File: config.mk
export PLATFORM = sky130hd
export DESIGN_NAME = disp_bin2bcd_flat
export DESIGN_NICKNAME = d
export VERILOG_FILES = /design/src/rtl/disp_pkg.sv /design/src/rtl/disp_bin2bcd_if.sv /design/src/rtl/disp_bin2bcd_add3.sv /design/src/rtl/disp_bin2bcd.sv /design/src/flat_wrapper.sv
export SDC_FILE = /design/constraint.sdc
export NUM_CORES = 1
export LEC_CHECK = 0
export CAP_MARGIN = 30
export CORE_MARGIN = 3
export CORE_UTILIZATION = 55
export CTS_CLUSTER_DIAMETER = 60
export DETAILED_ROUTE_END_ITERATION = 7
export GPL_TIMING_DRIVEN = 0
export PLACE_DENSITY = 0.76
export SLEW_MARGIN = 20
export SYNTH_ARGS = -nofsm -noshare
export SYNTH_HDL_FRONTEND = slang
export SYNTH_SLANG_ARGS = --single-unit
export TNS_END_PERCENT = 10
File: constraint.sdc
create_clock -name clk -period 2.9 [get_ports clk]
set_clock_uncertainty 0.05 [all_clocks]
set_input_delay 0.58 -clock clk [delete_from_list [all_inputs] [get_ports clk]]
set_output_delay 0.58 -clock clk [all_outputs]
set_load 0.1 [all_outputs]
File: src/rtl/disp_pkg.sv
// ---------------------------------------------------------------------------
// disp_pkg
//   Shared definitions for the display datapath (binary-to-BCD converter and
//   the 7-segment scanner that consumes its output).
//   NUM_DIGITS : digits shown on the display (packed BCD output width / 4)
//   INT_DIGITS : digits held in the converter accumulator (65535 needs 5)
//   BLANK_CODE : nibble value the segment decoder renders as all-off
//   state_t    : converter FSM encoding; the unused code 2'd3 recovers to IDLE
// ---------------------------------------------------------------------------
package disp_pkg;

  localparam int NUM_DIGITS = 4;
  localparam int INT_DIGITS = 5;
  localparam logic [3:0] BLANK_CODE = 4'hF;

  typedef enum logic [1:0] {
    IDLE  = 2'd0,
    SHIFT = 2'd1,
    DONE  = 2'd2
  } state_t;

endpackage

File: src/rtl/disp_bin2bcd_if.sv
// ---------------------------------------------------------------------------
// disp_bin2bcd_if
//   Request/result bundle between a CPU-side producer and the binary-to-BCD
//   converter.
//   start   : conversion request (producer -> converter)
//   bin_in  : unsigned binary value, DATA_W bits (producer -> converter)
//   bcd_out : packed BCD {thousands,hundreds,tens,ones} (converter -> display)
//   busy    : conversion in progress
//   done    : one-cycle pulse, bcd_out/ovf valid from this cycle on
//   ovf     : value exceeded 9999, bcd_out shows value mod 10000
//   master modport: producer side; slave modport: converter side.
// ---------------------------------------------------------------------------
interface disp_bin2bcd_if #(
  parameter int DATA_W = 16
);

  logic              start;
  logic [DATA_W-1:0] bin_in;
  logic [15:0]       bcd_out;
  logic              busy;
  logic              done;
  logic              ovf;

  modport master (
    output start, bin_in,
    input  bcd_out, busy, done, ovf
  );

  modport slave (
    input  start, bin_in,
    output bcd_out, busy, done, ovf
  );

endinterface

File: src/rtl/disp_bin2bcd_add3.sv
// ---------------------------------------------------------------------------
// bcd_add3
//   Combinational double-dabble correction cell: a BCD nibble of 5 or more
//   gets +3 so that the following left shift carries correctly into the next
//   decimal digit.
//   din  : nibble before correction (legal values 0..9)
//   dout : corrected nibble (0..4 unchanged, 5..9 -> 8..12)
// ---------------------------------------------------------------------------
module bcd_add3 (
  input  logic [3:0] din,
  output logic [3:0] dout
);

  assign dout = (din >= 4'd5) ? din + 4'd3 : din;

endmodule

File: src/rtl/disp_bin2bcd.sv
// ---------------------------------------------------------------------------
// disp_bin2bcd
//   Sequential binary-to-BCD converter (shift-add-3 / double dabble) feeding
//   the 4-digit 7-segment scanner. One bit is shifted per clock; the result
//   register is updated in a single cycle at the end, so the display never
//   shows a partially converted value.
//
//   Parameters
//     DATA_W : width of bin_in, 1..16 (zero-extended internally)
//   Ports
//     clk    : system clock, all state changes on posedge
//     rst    : asynchronous active-high reset, aborts any conversion
//     bus    : disp_bin2bcd_if.slave (start, bin_in, bcd_out, busy, done, ovf)
//
//   Timing: start accepted at edge E0 (only while idle), shifts on edges
//   E0+1..E0+DATA_W, result written on edge E0+DATA_W+1 together with a
//   one-cycle done pulse. A start during the done cycle is accepted, giving
//   back-to-back conversions every DATA_W+2 cycles.
//
//   Build option: define BIN2BCD_LEAD_ZERO_BLANK_EN to replace leading zero
//   digits (thousands/hundreds/tens, MS side first, stopping at the first
//   non-zero digit) with BLANK_CODE. The ones digit is never blanked, and no
//   blanking is applied when ovf is set.
// ---------------------------------------------------------------------------
module disp_bin2bcd
  import disp_pkg::*;
#(
  parameter int DATA_W = 16
) (
  input  logic          clk,
  input  logic          rst,
  disp_bin2bcd_if.slave bus
);

  localparam int ACC_W = 4 * INT_DIGITS;
  localparam int OUT_W = 4 * NUM_DIGITS;
  localparam logic [4:0] LAST_CNT = 5'(DATA_W - 1);

  state_t state_reg, state_next;

  logic [ACC_W-1:0]  acc_reg;
  logic [DATA_W-1:0] shreg_reg;
  logic [4:0]        cnt_reg;
  logic [OUT_W-1:0]  bcd_out_reg;
  logic              ovf_reg;
  logic              busy_reg;
  logic              done_reg;

  logic load_en, shift_en, finish_en;

  // -------------------------------------------------------------------------
  // FSM: state register
  // -------------------------------------------------------------------------
  always_ff @(posedge clk or posedge rst) begin
    if (rst) begin
      state_reg <= IDLE;
    end else begin
      state_reg <= state_next;
    end
  end

  // -------------------------------------------------------------------------
  // FSM: next-state logic
  // -------------------------------------------------------------------------
  always_comb begin
    state_next = IDLE;
    case (state_reg)
      IDLE:    state_next = bus.start ? SHIFT : IDLE;
      SHIFT:   state_next = (cnt_reg == LAST_CNT) ? DONE : SHIFT;
      DONE:    state_next = IDLE;
      default: state_next = IDLE;
    endcase
  end

  // -------------------------------------------------------------------------
  // FSM: datapath strobes
  // -------------------------------------------------------------------------
  always_comb begin
    load_en   = 1'b0;
    shift_en  = 1'b0;
    finish_en = 1'b0;
    case (state_reg)
      IDLE:    load_en   = bus.start;
      SHIFT:   shift_en  = 1'b1;
      DONE:    finish_en = 1'b1;
      default: ;
    endcase
  end

  // -------------------------------------------------------------------------
  // Add-3 correction on every accumulator digit, all in parallel, using the
  // pre-shift value.
  // -------------------------------------------------------------------------
  logic [ACC_W-1:0] acc_corr;

  genvar gi;
  generate
    for (gi = 0; gi < INT_DIGITS; gi++) begin : g_add3
      bcd_add3 u_add3 (
        .din  (acc_reg[4*gi +: 4]),
        .dout (acc_corr[4*gi +: 4])
      );
    end
  endgenerate

  // The top corrected bit is shifted out of the accumulator; with at most 16
  // input bits the fifth digit never reaches 8, so nothing is lost.
  logic acc_unused_msb;
  assign acc_unused_msb = acc_corr[ACC_W-1];

  // -------------------------------------------------------------------------
  // Result formatting (optional leading-zero blanking)
  // -------------------------------------------------------------------------
  logic             acc_ovf;
  logic [OUT_W-1:0] result;

  assign acc_ovf = (acc_reg[ACC_W-1:OUT_W] != '0);

`ifdef BIN2BCD_LEAD_ZERO_BLANK_EN
  always_comb begin
    result = acc_reg[OUT_W-1:0];
    if (!acc_ovf) begin
      if (result[15:12] == 4'd0) begin
        result[15:12] = BLANK_CODE;
        if (result[11:8] == 4'd0) begin
          result[11:8] = BLANK_CODE;
          if (result[7:4] == 4'd0) begin
            result[7:4] = BLANK_CODE;
          end
        end
      end
    end
  end
`else
  assign result = acc_reg[OUT_W-1:0];
`endif

  // -------------------------------------------------------------------------
  // Shift register, accumulator and counter
  // -------------------------------------------------------------------------
  always_ff @(posedge clk or posedge rst) begin
    if (rst) begin
      acc_reg   <= '0;
      shreg_reg <= '0;
      cnt_reg   <= '0;
    end else if (load_en) begin
      acc_reg   <= '0;
      shreg_reg <= bus.bin_in;
      cnt_reg   <= '0;
    end else if (shift_en) begin
      acc_reg   <= {acc_corr[ACC_W-2:0], shreg_reg[DATA_W-1]};
      shreg_reg <= shreg_reg << 1;
      cnt_reg   <= cnt_reg + 5'd1;
    end
  end

  // -------------------------------------------------------------------------
  // Output registers: bcd_out/ovf only change on the DONE edge
  // -------------------------------------------------------------------------
  always_ff @(posedge clk or posedge rst) begin
    if (rst) begin
      bcd_out_reg <= '0;
      ovf_reg     <= 1'b0;
      busy_reg    <= 1'b0;
      done_reg    <= 1'b0;
    end else begin
      // busy follows the state being entered, so an illegal state code
      // cannot leave it stuck high.
      busy_reg <= (state_next == SHIFT) || (state_next == DONE);
      done_reg <= finish_en;
      if (finish_en) begin
        bcd_out_reg <= result;
        ovf_reg     <= acc_ovf;
      end
    end
  end

  assign bus.bcd_out = bcd_out_reg;
  assign bus.ovf     = ovf_reg;
  assign bus.busy    = busy_reg;
  assign bus.done    = done_reg;

endmodule

File: src/flat_wrapper.sv
// flat-port wrapper written by rule: the top's interface ports become plain ports
module disp_bin2bcd_flat import disp_pkg::*;
#(
  parameter int DATA_W = 16
)
  (clk, rst, bus_start, bus_bin_in, bus_bcd_out, bus_busy, bus_done, bus_ovf);
  disp_bin2bcd_if #(.DATA_W(DATA_W)) bus_i ();
  input  logic clk;
  input  logic rst;
  input wire logic [$bits(bus_i.start)-1:0] bus_start;
  input wire logic [$bits(bus_i.bin_in)-1:0] bus_bin_in;
  output wire logic [$bits(bus_i.bcd_out)-1:0] bus_bcd_out;
  output wire logic [$bits(bus_i.busy)-1:0] bus_busy;
  output wire logic [$bits(bus_i.done)-1:0] bus_done;
  output wire logic [$bits(bus_i.ovf)-1:0] bus_ovf;
  assign bus_i.start = bus_start;
  assign bus_i.bin_in = bus_bin_in;
  assign bus_bcd_out = bus_i.bcd_out;
  assign bus_busy = bus_i.busy;
  assign bus_done = bus_i.done;
  assign bus_ovf = bus_i.ovf;
  disp_bin2bcd #(.DATA_W(DATA_W)) u_core (.clk(clk), .rst(rst), .bus(bus_i));
endmodule
==> flow_metrics.py <==
metrics = {
    "worst_hold_path": {
        "hold_path_class": "reg -> reg",
        "whs_endpoint": "u_core.bus.bcd_out[5]",
        "hp-start": "u_core.bus.bcd_out[5]",
        "hold-path-cell-count": 2,
    },
    "layout": {
        "nets": 342,
        "layout-drive-gt1-share_pct": 15.65,
        "synthToLayoutAreaGrowth_pct": 21.58,
        "multi_input_area_sq_um": 1210,
        "seq_area_sq_um": 1551,
        "antenna_cells": 0,
        "fillerInstances": 393,
        "largest_reg_flops": 20,
    },
    "synth": {
        "synth_top_area_share_pct": 52.99,
        "synthMostInstantiatedCell": "dfrtp_1",
        "synthCells": 261,
        "synthArstFlopShare_pct": 100.0,
        "synth_edf_count": 0,
        "ys_warn_count": 0,
        "yosys_most_used_dff": "dfrtp_1",
        "synthTopCellsByArea": "dfrtp_1 (53%), ha_1 (5.6%), o21ai_0 (5.1%)",
        "syn_nets": 293,
        "synthDistinctLibCells": 35,
        "yosys.area.top_type": "dfrtp_1",
        "syn-cell-area_sq_um": 2928,
        "synth_common_cells": "dfrtp_1 (62), nand2_1 (32), o21ai_0 (30), a22oi_1 (15), inv_1 (14)",
        "avgSynthCellArea_sq_um": 11.22,
        "ys_seq_elements": 62,
        "synth-seq-area-share_pct": 52.99,
    },
    "power": {
        "pwr-share-seq_pct": 37.7,
        "clkPwrFrac_pct": 17.0,
        "switchingPower_uw": 1550,
        "cell_internal_pwr_uw": 2120,
        "powerDensity_nw_per_um2": 1031,
        "p_sw_share_pct": 42.23,
        "p_leak_uw": 0.001562,
        "comb_power_share_pct": 45.2,
        "ir_drop_mv": 0.5489,
    },
    "clock_network": {
        "post_cts_resized": 0,
        "cts_tree": "yes",
        "hold_buffers": 0,
        "cts_buffers": 9,
        "htreeDepth": 3,
        "clk_latency_ns": 0.33,
        "clkTransAtPathRegs_ns": 0.07,
        "clkSinkCount": 62,
        "cts_setup_buffers": 0,
        "cts_root_buffer": "clkbuf_8",
        "max-clock-path-buffers": 2,
    },
    "drt": {
        "route.detailed.drc": 0,
        "wirelength_mm": 6.035,
        "first_pass_iters": 4,
        "drtIter0Drc": 126,
        "avgRoutedWirePerCell_microns": 15.88,
        "vias": 2159,
        "viasPerCell": 5.682,
        "detail-route-antenna-nets": 0,
    },
    "grt": {
        "first_global_vias": 2160,
        "grt_usage_pct": 21.74,
        "grt_start_max_net_pins": 36,
        "antenna_found_initial": 0,
        "grt-ovfl-total": 0,
        "grt_pass1_wl_mm": 10.41,
    },
    "sta": {
        "drv_slew": 0,
        "min_period_ns": 2.474,
        "setup_tns_ns": 0,
        "whs_ns": 0.4263,
        "finalSetupViolCount": 0,
        "rsz0062_at_grt": "false",
        "tightest_slew_ns": 0.9776,
        "slew_headroom_pct": 34.62,
        "max_freq_mhz": 404.2,
        "hold_viol": 0,
        "period_share_pct": 85.32,
    },
    "die": {
        "row_count": 25,
        "die_area_sq_um": 6235,
        "chipHeight_microns": 78.96,
        "ios": 38,
        "die_w_microns": 78.96,
        "coreArea_sq_um": 4942,
        "initial_core_util_pct": 59.24,
    },
    "setup_path": {
        "r2r_setup_slack_ns": 1.24,
        "reg2reg_depth": 6,
        "worstPathCellList": "clkdlybuf4s50_1",
        "max_stage_delay_ns": 1.14,
        "cpMaxStageDelayCell": "clkdlybuf4s50_1",
        "worstPathArrival_ns": 1.84,
        "cp_max_fo": 2,
        "cp.required_ns": 2.27,
        "cp_top_family": "buffers and inverters",
        "worst_setup_path_start_kind": "register",
        "r2r-start": "u_core.acc_reg[1]",
        "crit_type": "reg -> out",
        "r2r-end": "u_core.acc_reg[1]",
        "cp.buffers_inverters": 1,
        "endpoint_kind": "output pin",
    },
    "place": {
        "io_buffer_count": 37,
        "finalWeightedCongestion": 0.7767,
        "hpwl_mm": 4.239,
    },
    "run_status": {
        "run_status": "finished clean",
    },
    "flow_run": {
        "max_cap_violations": 0,
    },
}
-- layout by cell type, fill, tap and decap left out, types with 2 or more instances in the layout --
master           instances
nand2_1                 32
clkbuf_1                 3
clkdlybuf4s50_1         37
nor2_1                   3
a22o_1                   2
inv_2                    2
buf_4                    3
xor2_1                   2
dfrtp_1                 62
o21ai_0                 30
mux2_2                   7
ha_1                    13
a32o_1                   6
o311ai_2                 5
o21ai_1                  2
nand2b_1                 6
nand3_1                  6
clkbuf_8                10
xnor2_1                  5
buf_2                    7
nor3b_1                  3
o31ai_1                  4
o22ai_1                  8
a22oi_1                 15
inv_1                   13
clkinv_2                 2
buf_6                    4
o32ai_2                  2
a21oi_1                  8
-- cells by family (layout without fill, tap and decap cells) --
logic type | Yosys count | count (layout) | synth area share, %
DFF | 62 | 62 | 52.99
xor gates and xnor gates | 7 | 7 | 2.094
muxes | 8 | 8 | 3.205
and+or+nand+nor | 55 | 55 | 8.975
AOI/OAI and AO/OA | 85 | 85 | 21.50
buffers and inverters | 31 | 83 | 5.683
adders and majority gates | 13 | 13 | 5.556
-- final cells by class --
type / instances / area share, %
flip-flops and latches: 62 / 43.59
multi-input cells: 168 / 33.99
repair buffers: 38 / 10.97
clock buffers: 12 / 4.077
plain buffers: 15 / 2.988
well taps: 67 / 2.355
inverters: 16 / 1.757
clock inverters: 2 / 0.2812
-- through the flow --
step	setup slack (ns)	area, sq um	utilization (%)	std cells	total power [uW]
floorplan	0.7286	2928	-	261	2663
global placement	-0.3472	3382	68.43	365	2999
detailed placement	0.7755	3405	68.89	366	3058
CTS	0.4148	3560	72.03	380	3689
global route	0.3890	3560	72.03	380	3917
finish	0.4259	3560	72.03	380	3670
-- worst max-delay path by stage --
stage,from,endpoint,cells past startpoint,slack [ns]
6_report,u_core.bus.bcd_out[13],bus_bcd_out[13],1,0.43
3_3_place_gp,rst,u_core.acc_reg[19],2,-0.35
3_5_place_dp,u_core.bus.bcd_out[15],bus_bcd_out[15],1,0.78
5_1_grt,u_core.bus.bcd_out[13],bus_bcd_out[13],1,0.39
2_1_floorplan,rst,u_core.acc_reg[0],1,0.73
4_1_cts,u_core.bus.bcd_out[15],bus_bcd_out[15],1,0.41
-- power groups by stage --
stage / registers [uW] / logic [uW] / clock network, uW
floorplan: 1700 / 965 / 0
global route: 1420 / 1820 / 678
CTS: 1380 / 1670 / 637
detailed placement: 1390 / 1670 / 0
global placement: 1380 / 1620 / 0
finish: 1390 / 1660 / 625
-- per-layer routing --
layer / global-route usage (%) / share of wire (%)
met4: 10.31 / 2.1
met5: 0 / 0
met2: 34.76 / 48
met1: 28.24 / 46
met3: 4.649 / 3.7
Note: power is estimated with default switching activity, not from simulation.
